<file path="src/rtl/mux2_rr_arbiter_pkg.sv">
// Shared types and encodings for the two-requester round-robin mux arbiter.
package mux2_rr_arbiter_pkg;

  typedef enum logic [1:0] {
    ST_IDLE  = 2'd0,
    ST_GNT_A = 2'd1,
    ST_GNT_B = 2'd2
  } arb_state_t;

  localparam logic SEL_A = 1'b0;
  localparam logic SEL_B = 1'b1;

  // Burst counter must hold 0..max_burst-1 with one spare bit of headroom.
  function automatic int burst_cnt_w(input int max_burst);
    return $clog2(max_burst) + 1;
  endfunction

endpackage

</file>
<file path="src/rtl/mux2_rr_arbiter_if.sv">
// Channel bundle: two requesters in, one shared valid/ready stream out.
interface mux2_rr_arbiter_if #(
  parameter int DATA_W = 8
);
  // Handshake: a requester raises req_x with data_x and holds both stable
  // until its beat is transferred. Downstream, a beat moves on every rising
  // edge where out_valid & out_ready; out_valid never depends on out_ready.
  logic              req_a;
  logic [DATA_W-1:0] data_a;
  logic              req_b;
  logic [DATA_W-1:0] data_b;
  logic              gnt_a;
  logic              gnt_b;
  logic              sel;
  logic [DATA_W-1:0] out_data;
  logic              out_valid;
  logic              out_ready;

  modport slave (
    input  req_a, data_a, req_b, data_b, out_ready,
    output gnt_a, gnt_b, sel, out_data, out_valid
  );

  modport master (
    output req_a, data_a, req_b, data_b, out_ready,
    input  gnt_a, gnt_b, sel, out_data, out_valid
  );
endinterface

</file>
<file path="src/rtl/mux2_rr_arbiter_mux2to1_w.sv">
// Plain W-bit 2:1 multiplexer: sel=0 picks a, sel=1 picks b.
module mux2to1_w #(
  parameter int W = 8
) (
  input  logic [W-1:0] a,
  input  logic [W-1:0] b,
  input  logic         sel,
  output logic [W-1:0] out
);
  assign out = sel ? b : a;
endmodule

</file>
<file path="src/rtl/mux2_rr_arbiter.sv">
// Round-robin arbiter sharing one output channel between requesters A and B,
// with a burst limit so a busy requester cannot starve the other.
module mux2_rr_arbiter
  import mux2_rr_arbiter_pkg::*;
#(
  parameter  int DATA_W    = 8,
  parameter  int MAX_BURST = 4,
  localparam int CNT_W     = burst_cnt_w(MAX_BURST)
) (
  input  logic             clk,
  input  logic             rst_n,
  mux2_rr_arbiter_if.slave bus,
  output arb_state_t       dbg_state,
  output logic [CNT_W-1:0] dbg_burst_cnt
);

  localparam logic [CNT_W-1:0] CNT_LAST = CNT_W'(MAX_BURST - 1);

  arb_state_t       state_q, state_d;
  logic             sel_q, sel_d;
  logic             last_q, last_d;
  logic [CNT_W-1:0] cnt_q, cnt_d;
  logic             xfer;
  logic [DATA_W-1:0] mux_out;

  assign bus.gnt_a     = (state_q == ST_GNT_A);
  assign bus.gnt_b     = (state_q == ST_GNT_B);
  assign bus.sel       = sel_q;
  assign bus.out_valid = (bus.gnt_a & bus.req_a) | (bus.gnt_b & bus.req_b);
  assign bus.out_data  = mux_out;
  assign xfer          = bus.out_valid & bus.out_ready;
  assign dbg_state     = state_q;
  assign dbg_burst_cnt = cnt_q;

  mux2to1_w #(.W(DATA_W)) u_mux (
    .a   (bus.data_a),
    .b   (bus.data_b),
    .sel (sel_q),
    .out (mux_out)
  );

  always_comb begin
    state_d = state_q;
    sel_d   = sel_q;
    last_d  = last_q;
    cnt_d   = cnt_q;
    case (state_q)
      ST_IDLE: begin
        // On a tie, A wins unless A was the last side granted.
        if (bus.req_a && (!bus.req_b || last_q == SEL_B)) state_d = ST_GNT_A;
        else if (bus.req_b)                               state_d = ST_GNT_B;
      end
      ST_GNT_A: begin
        if (!bus.req_a) begin
          state_d = bus.req_b ? ST_GNT_B : ST_IDLE;
        end else if (xfer) begin
          if (cnt_q == CNT_LAST) begin
            if (bus.req_b) state_d = ST_GNT_B;
            else           cnt_d   = '0;
          end else begin
            cnt_d = cnt_q + 1'b1;
          end
        end
      end
      ST_GNT_B: begin
        if (!bus.req_b) begin
          state_d = bus.req_a ? ST_GNT_A : ST_IDLE;
        end else if (xfer) begin
          if (cnt_q == CNT_LAST) begin
            if (bus.req_a) state_d = ST_GNT_A;
            else           cnt_d   = '0;
          end else begin
            cnt_d = cnt_q + 1'b1;
          end
        end
      end
      default: state_d = ST_IDLE;
    endcase

    // Entry actions ride the same edge as the state change; sel is left
    // alone on the way to IDLE so the mux keeps its last choice.
    if (state_d != state_q) begin
      cnt_d = '0;
      if (state_d == ST_GNT_A) begin
        sel_d  = SEL_A;
        last_d = SEL_A;
      end else if (state_d == ST_GNT_B) begin
        sel_d  = SEL_B;
        last_d = SEL_B;
      end
    end
  end

  always_ff @(posedge clk or negedge rst_n) begin
    if (!rst_n) begin
      state_q <= ST_IDLE;
      sel_q   <= SEL_A;
      last_q  <= SEL_B;
      cnt_q   <= '0;
    end else begin
      state_q <= state_d;
      sel_q   <= sel_d;
      last_q  <= last_d;
      cnt_q   <= cnt_d;
    end
  end

endmodule

</file>
<file path="src/flat_wrapper.sv">
// flat-port wrapper written by rule: the top's interface ports become plain ports
module mux2_rr_arbiter_flat import mux2_rr_arbiter_pkg::*;
#(
  parameter  int DATA_W    = 8,
  parameter  int MAX_BURST = 4,
  localparam int CNT_W     = burst_cnt_w(MAX_BURST)
)
  (clk, rst_n, dbg_state, dbg_burst_cnt, bus_req_a, bus_data_a, bus_req_b, bus_data_b, bus_out_ready, bus_gnt_a, bus_gnt_b, bus_sel, bus_out_data, bus_out_valid);
  mux2_rr_arbiter_if #(.DATA_W(DATA_W)) bus_i ();
  input  logic clk;
  input  logic rst_n;
  output arb_state_t dbg_state;
  output logic [CNT_W-1:0] dbg_burst_cnt;
  input wire logic [$bits(bus_i.req_a)-1:0] bus_req_a;
  input wire logic [$bits(bus_i.data_a)-1:0] bus_data_a;
  input wire logic [$bits(bus_i.req_b)-1:0] bus_req_b;
  input wire logic [$bits(bus_i.data_b)-1:0] bus_data_b;
  input wire logic [$bits(bus_i.out_ready)-1:0] bus_out_ready;
  output wire logic [$bits(bus_i.gnt_a)-1:0] bus_gnt_a;
  output wire logic [$bits(bus_i.gnt_b)-1:0] bus_gnt_b;
  output wire logic [$bits(bus_i.sel)-1:0] bus_sel;
  output wire logic [$bits(bus_i.out_data)-1:0] bus_out_data;
  output wire logic [$bits(bus_i.out_valid)-1:0] bus_out_valid;
  assign bus_i.req_a = bus_req_a;
  assign bus_i.data_a = bus_data_a;
  assign bus_i.req_b = bus_req_b;
  assign bus_i.data_b = bus_data_b;
  assign bus_i.out_ready = bus_out_ready;
  assign bus_gnt_a = bus_i.gnt_a;
  assign bus_gnt_b = bus_i.gnt_b;
  assign bus_sel = bus_i.sel;
  assign bus_out_data = bus_i.out_data;
  assign bus_out_valid = bus_i.out_valid;
  mux2_rr_arbiter #(.DATA_W(DATA_W), .MAX_BURST(MAX_BURST)) u_core (.clk(clk), .rst_n(rst_n), .bus(bus_i), .dbg_state(dbg_state), .dbg_burst_cnt(dbg_burst_cnt));
endmodule
</file>
<file path="config.mk">
export PLATFORM = sky130hd
export DESIGN_NAME = mux2_rr_arbiter_flat
export DESIGN_NICKNAME = d
export VERILOG_FILES = /design/src/rtl/mux2_rr_arbiter_pkg.sv /design/src/rtl/mux2_rr_arbiter_if.sv /design/src/rtl/mux2_rr_arbiter_mux2to1_w.sv /design/src/rtl/mux2_rr_arbiter.sv /design/src/flat_wrapper.sv
export SDC_FILE = /design/constraint.sdc
export NUM_CORES = 1
export LEC_CHECK = 0
export ABC_AREA = 1
export BUFFER_PORTS_ARGS = -buffer_cell sky130_fd_sc_hd__buf_2
export CORE_MARGIN = 2
export CORE_UTILIZATION = 41
export CTS_CLUSTER_DIAMETER = 80
export DETAILED_ROUTE_END_ITERATION = 10
export PLACE_DENSITY = 0.87
export SYNTH_ARGS = -nofsm -noshare
export SYNTH_HDL_FRONTEND = slang
export SYNTH_SLANG_ARGS = --single-unit
</file>
<file path="constraint.sdc">
create_clock -name clk -period 2.4 [get_ports clk]
set_input_delay 0.12 -clock clk [delete_from_list [all_inputs] [get_ports clk]]
set_output_delay 0.12 -clock clk [all_outputs]
set_load 0.1 [all_outputs]
</file>
Word-level counts from Yosys, hierarchy flattened
Index checks and enable logic that the tools add are counted.
W data, S select, Z words.

word-level totals
  flip-flop bits (word level) = 7
  latch bits = 0
  memory bits (writable) = 0
  ROM bits = 0
  logic and storage cells = 54
  memories kept = 0

cells by class
  $add $sub $neg = 1
  $mul = 0
  div/mod/pow operators = 0
  order comparisons = 0
  eq/ne operators = 12
  shift operators = 0
  muxes and demuxes = 25
  bitwise gates (word level) = 4
  reductions and logical operators = 8

operators with widths
  operator               number
  $mux W3                9
  $mux W2                10
  $ne A3 B3 Y1 const B   4
  $mux W8                1
  $ne A4 B4 Y1 const B   2
  $reduce_and A7 Y1      1
  $pmux W2 S3            1
  $pmux W3 S2            1
  $eq A2 B1 Y1 const B   2
  $eq A2 B2 Y1 const B   2
  $add A3 B1 Y3 const B  1
  $and A1 B1 Y1          3
  $eq A3 B2 Y1 const B   1
  $mux W1                3
  $reduce_bool A3 Y1     1
  $logic_not A2 Y1       1
  $ne A2 B2 Y1           1
  $reduce_and A2 Y1      1
  $reduce_bool A2 Y1     1
  $logic_and A1 B1 Y1    1
  $logic_not A1 Y1       1
  $logic_or A1 B1 Y1     1
  $or A1 B1 Y1           1

Depth between registers and ports, before layout
Gate-level depths: netlist (run 1).

  depth in word-level cells = 10
  gate-level depth with buffers = 13

By module
From an unflattened synthesis (run 1), not the netlist that was laid out.

second synthesis, totals
  cell total of the unflattened synthesis = 108
  area, all modules = 680.7 um^2

by module, submodules not included
  module           times used  cells an instance  area each (um^2)
  mux2_rr_arbiter  1           82                 575.6
  mux2to1_w        1           26                 105.1

Least setup slack after synthesis (run 1)
No wires, ideal clock.

  path type = register -> register
  from = register u_core.state_q[1] (netlist: u_core.dbg_state[1])
  to = register u_core.sel_q (netlist: u_core.bus.sel)
  library setup time = 0.118 ns
  data arrival time = 2.628 ns
  slack = -0.346 ns
  cell stages (with the launch flop) = 11
  path buffers = 0
  period minus slack after synthesis = 2.746 ns
  cell sequence = dfrtp_1 -> nand2_1 -> inv_1 -> nand3_1 -> nand3_1 -> inv_1 -> ha_1 -> inv_1 -> nand2_2 -> nand2_1 -> nand2_1

between the ends
  word-level cells in the longest chain between the ends = 10
  elaborated cells on any way between the ends = 23
  those cells by class = eq/ne (5); mux (11); bitwise (4); reduce/logical (3)

RTL lines
  element                                       RTL line                                      RTL
  from (decl)                                   mux2_rr_arbiter.sv:19                         arb_state_t state_q, state_d;
  from (signal assigned)                        mux2_rr_arbiter.sv:101                        state_q <= state_d;
  $eq A2 B2 Y1 *                                mux2_rr_arbiter.sv:27                         assign bus.gnt_b = (state_q == ST_GNT_B);
  net bus_gnt_b                                 flat_wrapper.sv:20                            output wire logic [$bits(bus_i.gnt_b)-1:0] bus_gnt_b;
  $and A1 B1 Y1                                 mux2_rr_arbiter.sv:29                         assign bus.out_valid = (bus.gnt_a & bus.req_a) | (bus.gnt_b & bus.req_b);
  $or A1 B1 Y1                                  mux2_rr_arbiter.sv:29
  $and A1 B1 Y1                                 mux2_rr_arbiter.sv:31                         assign xfer = bus.out_valid & bus.out_ready;
  $mux W2 (on tied branches)                    mux2_rr_arbiter.sv:68, mux2_rr_arbiter.sv:56
  $mux W2 (on tied branches)                    mux2_rr_arbiter.sv:66, mux2_rr_arbiter.sv:54
  $pmux W2 S3 *                                 mux2_rr_arbiter.sv:47                         case (state_q)
  net u_core.state_d[1]                         mux2_rr_arbiter.sv:19
  $eq A2 B2 Y1 or $eq A2 B1 Y1 (tied branches)  mux2_rr_arbiter.sv:87, mux2_rr_arbiter.sv:84
  $reduce_bool A2 Y1 (no line)                  --
  $reduce_and A2 Y1 (no line)                   --
  to (signal assigned)                          mux2_rr_arbiter.sv:102                        sel_q <= sel_d;
  to (decl)                                     mux2_rr_arbiter.sv:20                         logic sel_q, sel_d;

The timed path passes the listed nets; every way through them passes the cells marked *.
A chain may end at the register's enable or synchronous reset.

Final worst setup path (run 1)
  from = register u_core.cnt_q[0] (netlist: u_core.dbg_burst_cnt[0])
  to = register u_core.sel_q (netlist: u_core.bus.sel)

between the ends
  word-level cells in the longest chain between the ends = 8
  elaborated cells on any way between the ends = 14
  those cells by class = eq/ne (4); mux (8); reduce/logical (2)

RTL lines
  element                                       RTL line                                      RTL
  from (decl)                                   mux2_rr_arbiter.sv:22                         logic [CNT_W-1:0] cnt_q, cnt_d;
  from (signal assigned)                        mux2_rr_arbiter.sv:104                        cnt_q <= cnt_d;
  $eq A3 B2 Y1 *                                mux2_rr_arbiter.sv:57, mux2_rr_arbiter.sv:69
  $mux W2 (on tied branches)                    mux2_rr_arbiter.sv:69, mux2_rr_arbiter.sv:57
  $mux W2 (on tied branches)                    mux2_rr_arbiter.sv:68, mux2_rr_arbiter.sv:56
  $mux W2 (on tied branches)                    mux2_rr_arbiter.sv:66, mux2_rr_arbiter.sv:54
  $pmux W2 S3 *                                 mux2_rr_arbiter.sv:47
  net u_core.state_d[1]                         mux2_rr_arbiter.sv:19
  $eq A2 B2 Y1 or $eq A2 B1 Y1 (tied branches)  mux2_rr_arbiter.sv:87, mux2_rr_arbiter.sv:84
  $reduce_bool A2 Y1 (no line)                  --
  $reduce_and A2 Y1 (no line)                   --

Marks and branches as above.

==> flow_summary.toml, run 1 <==
[status]
status = "finished, final reports clean"

[grt]
antenna_found_initial = 0
grt.total_usage = 0.220
grt_max_degree = 11
grt_pass1_wl_um = 2990
first_global_vias = 707
grt-ovfl-total = 0

[yosys]
ys_seq_area_frac = 0.291
ys_ff_latch = 7
syn_nets = 103
avgSynthCellArea_sq_um = 7.57
syn_area_sq_um = 606
syn_inst = 80
synthDistinctLibCells = 19
yosysWarnings = 0

[timing]
fin_ws_ns = 0.477
worst_pin_slew_ns = 0.504
setup_violations = 0
slew_viol_final = 0
relSlewSlack = 0.667
hold_violations = 0
layout_worst_path_cycle_share = 0.801
fin_setup_tns_ns = 0
fin_crit_ns = 1.92
rsz0062_at_grt = "no"
fmax_mhz = 520
skew_ns = 0.00129

[clock_tree]
cts_sinks = 7
numCtsBuffers = 3
cts_buffer_depth = 2
clkLatencyLatePin_ns = 0.25
postCtsSetupBuffers = 0
cts_tree = "yes"
clockRootBuffer = "clkbuf_4"
htree_levels = 1
clkTransAtPathRegs_ns = 0.05

[finish]
n_antenna_cell = 0
fin_nets = 145
final_cell_mix = "37 x buf_2, 17 x nand2_1, 9 x nor2_1"
num-fill-cells = 115
drive_gt1_frac = 0.554
final_common_cell = "buf_2"
multiInputGateArea_sq_um = 377
seq_area_sq_um = 179
area_growth_pct = 39.5

[place]
place_congestion = 0.925
post-dp-hpwl_um = 1410
pre_cts_ws_ns = 0.539
portBuffers = 37

[die]
core_sq_mm = 0.00133
initial_core_util = 0.454
die_area_sq_mm = 0.00180
die_h_um = 42.4
num_io_pins = 38
dieWidth_um = 42.4
num_rows = 13

[drt]
routed-via-count = 696
via_per_inst = 5.12
first_pass_iters = 5
postRouteAntennaNets = 0
drt_iter0_drc = 15
wl_per_cell_um = 12.8
drc = 0
drt-total-wl_um = 1740

[job]
cap_violations = 0

[setup_path]
setup.worst_path.start_class = "flip-flop"
worstPathMaxFanout = 4
worstPathArrival_ns = 2.06
end_kind = "flip-flop"
r2r_setup_slack_ns = 0.48
crit_required_ns = 2.54
ff2ff_path_depth = 13
criticalPathCategory = "reg -> reg"

[worst_hold_path]
hp-class = "in -> async"
-- Yosys cell counts (all sizes together) --
master | count | area, sq um
a21oi | 3 | 26.3
buf | 1 | 7.51
dfrtp | 6 | 150
dfstp | 1 | 26.3
ha | 2 | 25.0
inv | 12 | 45.0
mux2 | 8 | 90.1
nand2 | 22 | 100
nand3 | 10 | 65.1
nand3b | 1 | 7.51
nand4 | 1 | 6.26
nor2 | 10 | 40.0
o21ai | 2 | 10.0
o22ai | 1 | 6.26
-- final cells by class --
type / instances / share of cell area
Timing Repair Buffer: 38 / 0.231
Sequential cell: 7 / 0.212
Clock buffer: 4 / 0.0311
Tap cell: 15 / 0.0222
Inverter: 12 / 0.0578
Multi-Input combinational cell: 60 / 0.446
-- path summary, 6_finish.rpt --
kind                                          from                   to
min                                          rst_n       u_core.bus.sel
max reg2reg                u_core.dbg_burst_cnt[0]       u_core.bus.sel
max in group asynchronous                    rst_n        u_core.last_q
max                        u_core.dbg_burst_cnt[0]       u_core.bus.sel
min in group clk                         bus_req_b  u_core.dbg_state[1]
min reg2reg                          u_core.last_q        u_core.last_q
-- worst max-delay path, cell delays in order (launching register included) --
cell	delay, ns
dfrtp_1	0.39
ha_1	0.18
nand2_1	0.12
nor2_2	0.14
nand3_2	0.13
nand2_1	0.08
nand2_1	0.06
nand3_1	0.09
inv_1	0.07
ha_1	0.28
inv_1	0.10
nand2_2	0.07
nand2_1	0.06
nand2_1	0.06
-- state kept, by name, summed over array words and instances (netlist names) --
name and cells:
u_core.dbg_burst_cnt 3, u_core.dbg_state 2, u_core.last_q 1, u_core.bus.sel 1
-- through the flow --
stage	cell area, sq um	util	hold WS, ns	instances
after global routing	845	0.633	0.242	136
after detailed placement	808	0.606	-0.0447	131
final	845	0.633	0.226	136
after floorplan	612	-	-0.176	80
after CTS	845	0.633	0.212	136
after global placement	808	0.606	-0.0473	131
-- per-layer routing --
layer	GRT usage	share of wire	vias up	wire, um
met5	0	0	-	0
met4	0.0938	0.030	0	53
met3	0.0603	0.049	7	85
met2	0.412	0.58	24	1010
met1	0.223	0.34	322	591
li1	-	-	343	-
-- logic make-up after synthesis --
kind of cell	count (synthesis)	share of synthesized area
compound gates	6	0.0703
simple gates	44	0.362
mux	8	0.149
buf+inv	13	0.0868
fa+ha+maj	2	0.0413
flops	7	0.291
-- repair_timing --
| action | CTS | global route |
|---|---|---|
| endpoints found under the setup margin | 0 | 0 |
| resized for setup | 0 | 0 |
| hold buffers | 1 | 0 |
| endpoints found under the hold margin | 7 | 0 |
Power of run 1 is not shown: default switching activity piles up to over one toggle a cycle in this logic, so the estimate is an artifact.
==> run 2: changes to the inputs <==
--- a/config.mk
+++ b/config.mk
@@ -8,10 +8,10 @@
 export ABC_AREA = 1
 export BUFFER_PORTS_ARGS = -buffer_cell sky130_fd_sc_hd__buf_2
 export CORE_MARGIN = 2
-export CORE_UTILIZATION = 41
+export CORE_UTILIZATION = 37
 export CTS_CLUSTER_DIAMETER = 80
 export DETAILED_ROUTE_END_ITERATION = 10
-export PLACE_DENSITY = 0.87
+export PLACE_DENSITY = 0.84
 export SYNTH_ARGS = -nofsm -noshare
 export SYNTH_HDL_FRONTEND = slang
 export SYNTH_SLANG_ARGS = --single-unit
==> constraint.sdc (replaced) <==
create_clock -name clk -period 1.6 [get_ports clk]
set_input_delay 0.08 -clock clk [delete_from_list [all_inputs] [get_ports clk]]
set_output_delay 0.08 -clock clk [all_outputs]
set_load 0.1 [all_outputs]
==> flow_summary.toml, run 2 (same netlist as run 1, synthesis figures left out) <==
[finish]
area_growth_pct = 98.3
drive_gt1_frac = 0.761
largest_reg_flops = 3
final_cell_mix = "34 x buf_2, 19 x buf_4, 12 x nand2_1"
num-fill-cells = 98
fin_nets = 166
n_antenna_cell = 0
multiInputGateArea_sq_um = 510
final_common_cell = "buf_2"
seq_area_sq_um = 194

[setup_path]
criticalPathCategory = "reg -> reg"
worstPathArrival_ns = 1.92
timing.critical_path.slowest_stage_cell = "dfrtp_4"
crit_chain = "ha_4 -> nand2_4 -> nor2_4 -> buf_4 -> buf_6 -> o22ai_2 -> nand3_2 -> nor2_1 -> nand2_1 -> a21oi_2"
critPathTopFamily = "simple AND/OR/NAND/NOR gates"
worstPathMaxFanout = 4
max_stage_delay_ns = 0.49
crit_buf_inv = 2
crit_required_ns = 1.78
setup.worst_path.start_class = "flip-flop"
end_kind = "flip-flop"

[timing]
relSlewSlack = 0.674
layout_worst_path_cycle_share = 1.09
rsz0062_at_grt = "yes"
fmax_mhz = 572
hold_violations = 0
fin_crit_ns = 1.75
skew_ns = 0.00117
setup_violations = 5
slew_viol_final = 0
worst_pin_slew_ns = 0.492
fin_setup_tns_ns = -0.542
fin_ws_ns = -0.147

[drt]
first_pass_iters = 4
wl_per_cell_um = 14.1
drt_iter0_drc = 14
postRouteAntennaNets = 0
drc = 0
via_per_inst = 5.00
routed-via-count = 790
drt-total-wl_um = 2230

[place]
portBuffers = 37
place_congestion = 0.891
post-dp-hpwl_um = 1590

[status]
violations = "setup timing"
status = "finished, violations left"

[grt]
grt_max_degree = 11
grt-ovfl-total = 0
grt_pass1_wl_um = 3210
first_global_vias = 767
antenna_found_initial = 0
grt.total_usage = 0.221

[clock_tree]
cts_tree = "yes"
numCtsBuffers = 3
cts_buffer_depth = 2
htree_levels = 1
clockRootBuffer = "clkbuf_4"
clkLatencyLatePin_ns = 0.25
cts_sinks = 7
clkTransAtPathRegs_ns = 0.05

[die]
num_rows = 14
die_area_sq_mm = 0.00198
dieWidth_um = 44.5
core_sq_mm = 0.00152
die_h_um = 44.5
num_io_pins = 38
initial_core_util = 0.397

[job]
cap_violations = 0

[worst_hold_path]
hp-class = "in -> async"
## run 2: worst reg2reg max path, stage by stage (launching register included)
cell and delay (ns):
dfrtp_4 0.49, ha_4 0.18, nand2_4 0.09, nor2_4 0.06, buf_4 0.13, buf_6 0.10, o22ai_2 0.09, nand3_2 0.13
nor2_1 0.14, nand2_1 0.11, a21oi_2 0.16
## run 2: worst paths after layout
kind | start | endpoint | depth (start not counted) | slack, ns
max | u_core.dbg_burst_cnt[1] | u_core.dbg_burst_cnt[0] | 10 | -0.15
min | rst_n | u_core.dbg_burst_cnt[0] | 2 | 0.19
max reg2reg | u_core.dbg_burst_cnt[1] | u_core.dbg_burst_cnt[0] | 10 | -0.15
max in group asynchronous | rst_n | u_core.last_q | 2 | 1.18
min reg2reg | u_core.last_q | u_core.last_q | 2 | 0.48
min in group clk | bus_out_ready | u_core.dbg_state[0] | 4 | 0.28
## run 2: cell type report
| cell class | count | share of cell area |
|---|---|---|
| timing repair buffer | 59 | 0.330 |
| sequential | 7 | 0.161 |
| inverter | 12 | 0.0448 |
| tap | 16 | 0.0167 |
| multi-input combinational | 60 | 0.425 |
| clock buffer | 4 | 0.0219 |
## run 2: layer usage
| layer | GRT usage | part of all wire |
|---|---|---|
| met3 | 0.0653 | 0.022 |
| met5 | 0 | 0 |
| met1 | 0.244 | 0.38 |
| met2 | 0.418 | 0.59 |
| met4 | 0.0364 | 0.0045 |
## run 2: stage by stage
| step | setup slack, ns | instances | hold slack, ns | utilization | cell area, sq um |
|---|---|---|---|---|---|
| floorplan | -0.518 | 80 | -0.216 | - | 659 |
| global placement | -0.188 | 146 | -0.0802 | 0.651 | 992 |
| detailed placement | -0.270 | 146 | -0.0753 | 0.651 | 992 |
| CTS | -0.132 | 155 | 0.190 | 0.734 | 1120 |
| global route | -0.218 | 158 | 0.210 | 0.788 | 1200 |
| finish | -0.147 | 158 | 0.190 | 0.788 | 1200 |
## run 2: timing repair
action,4_1_cts,5_1_grt
setup endpoints to repair,6,14
gates resized for setup,12,15
setup buffers,4,3
pin swaps,8,13
hold buffers,1,0
hold endpoints to repair,7,0
Power of run 2 is left out for the same reason.
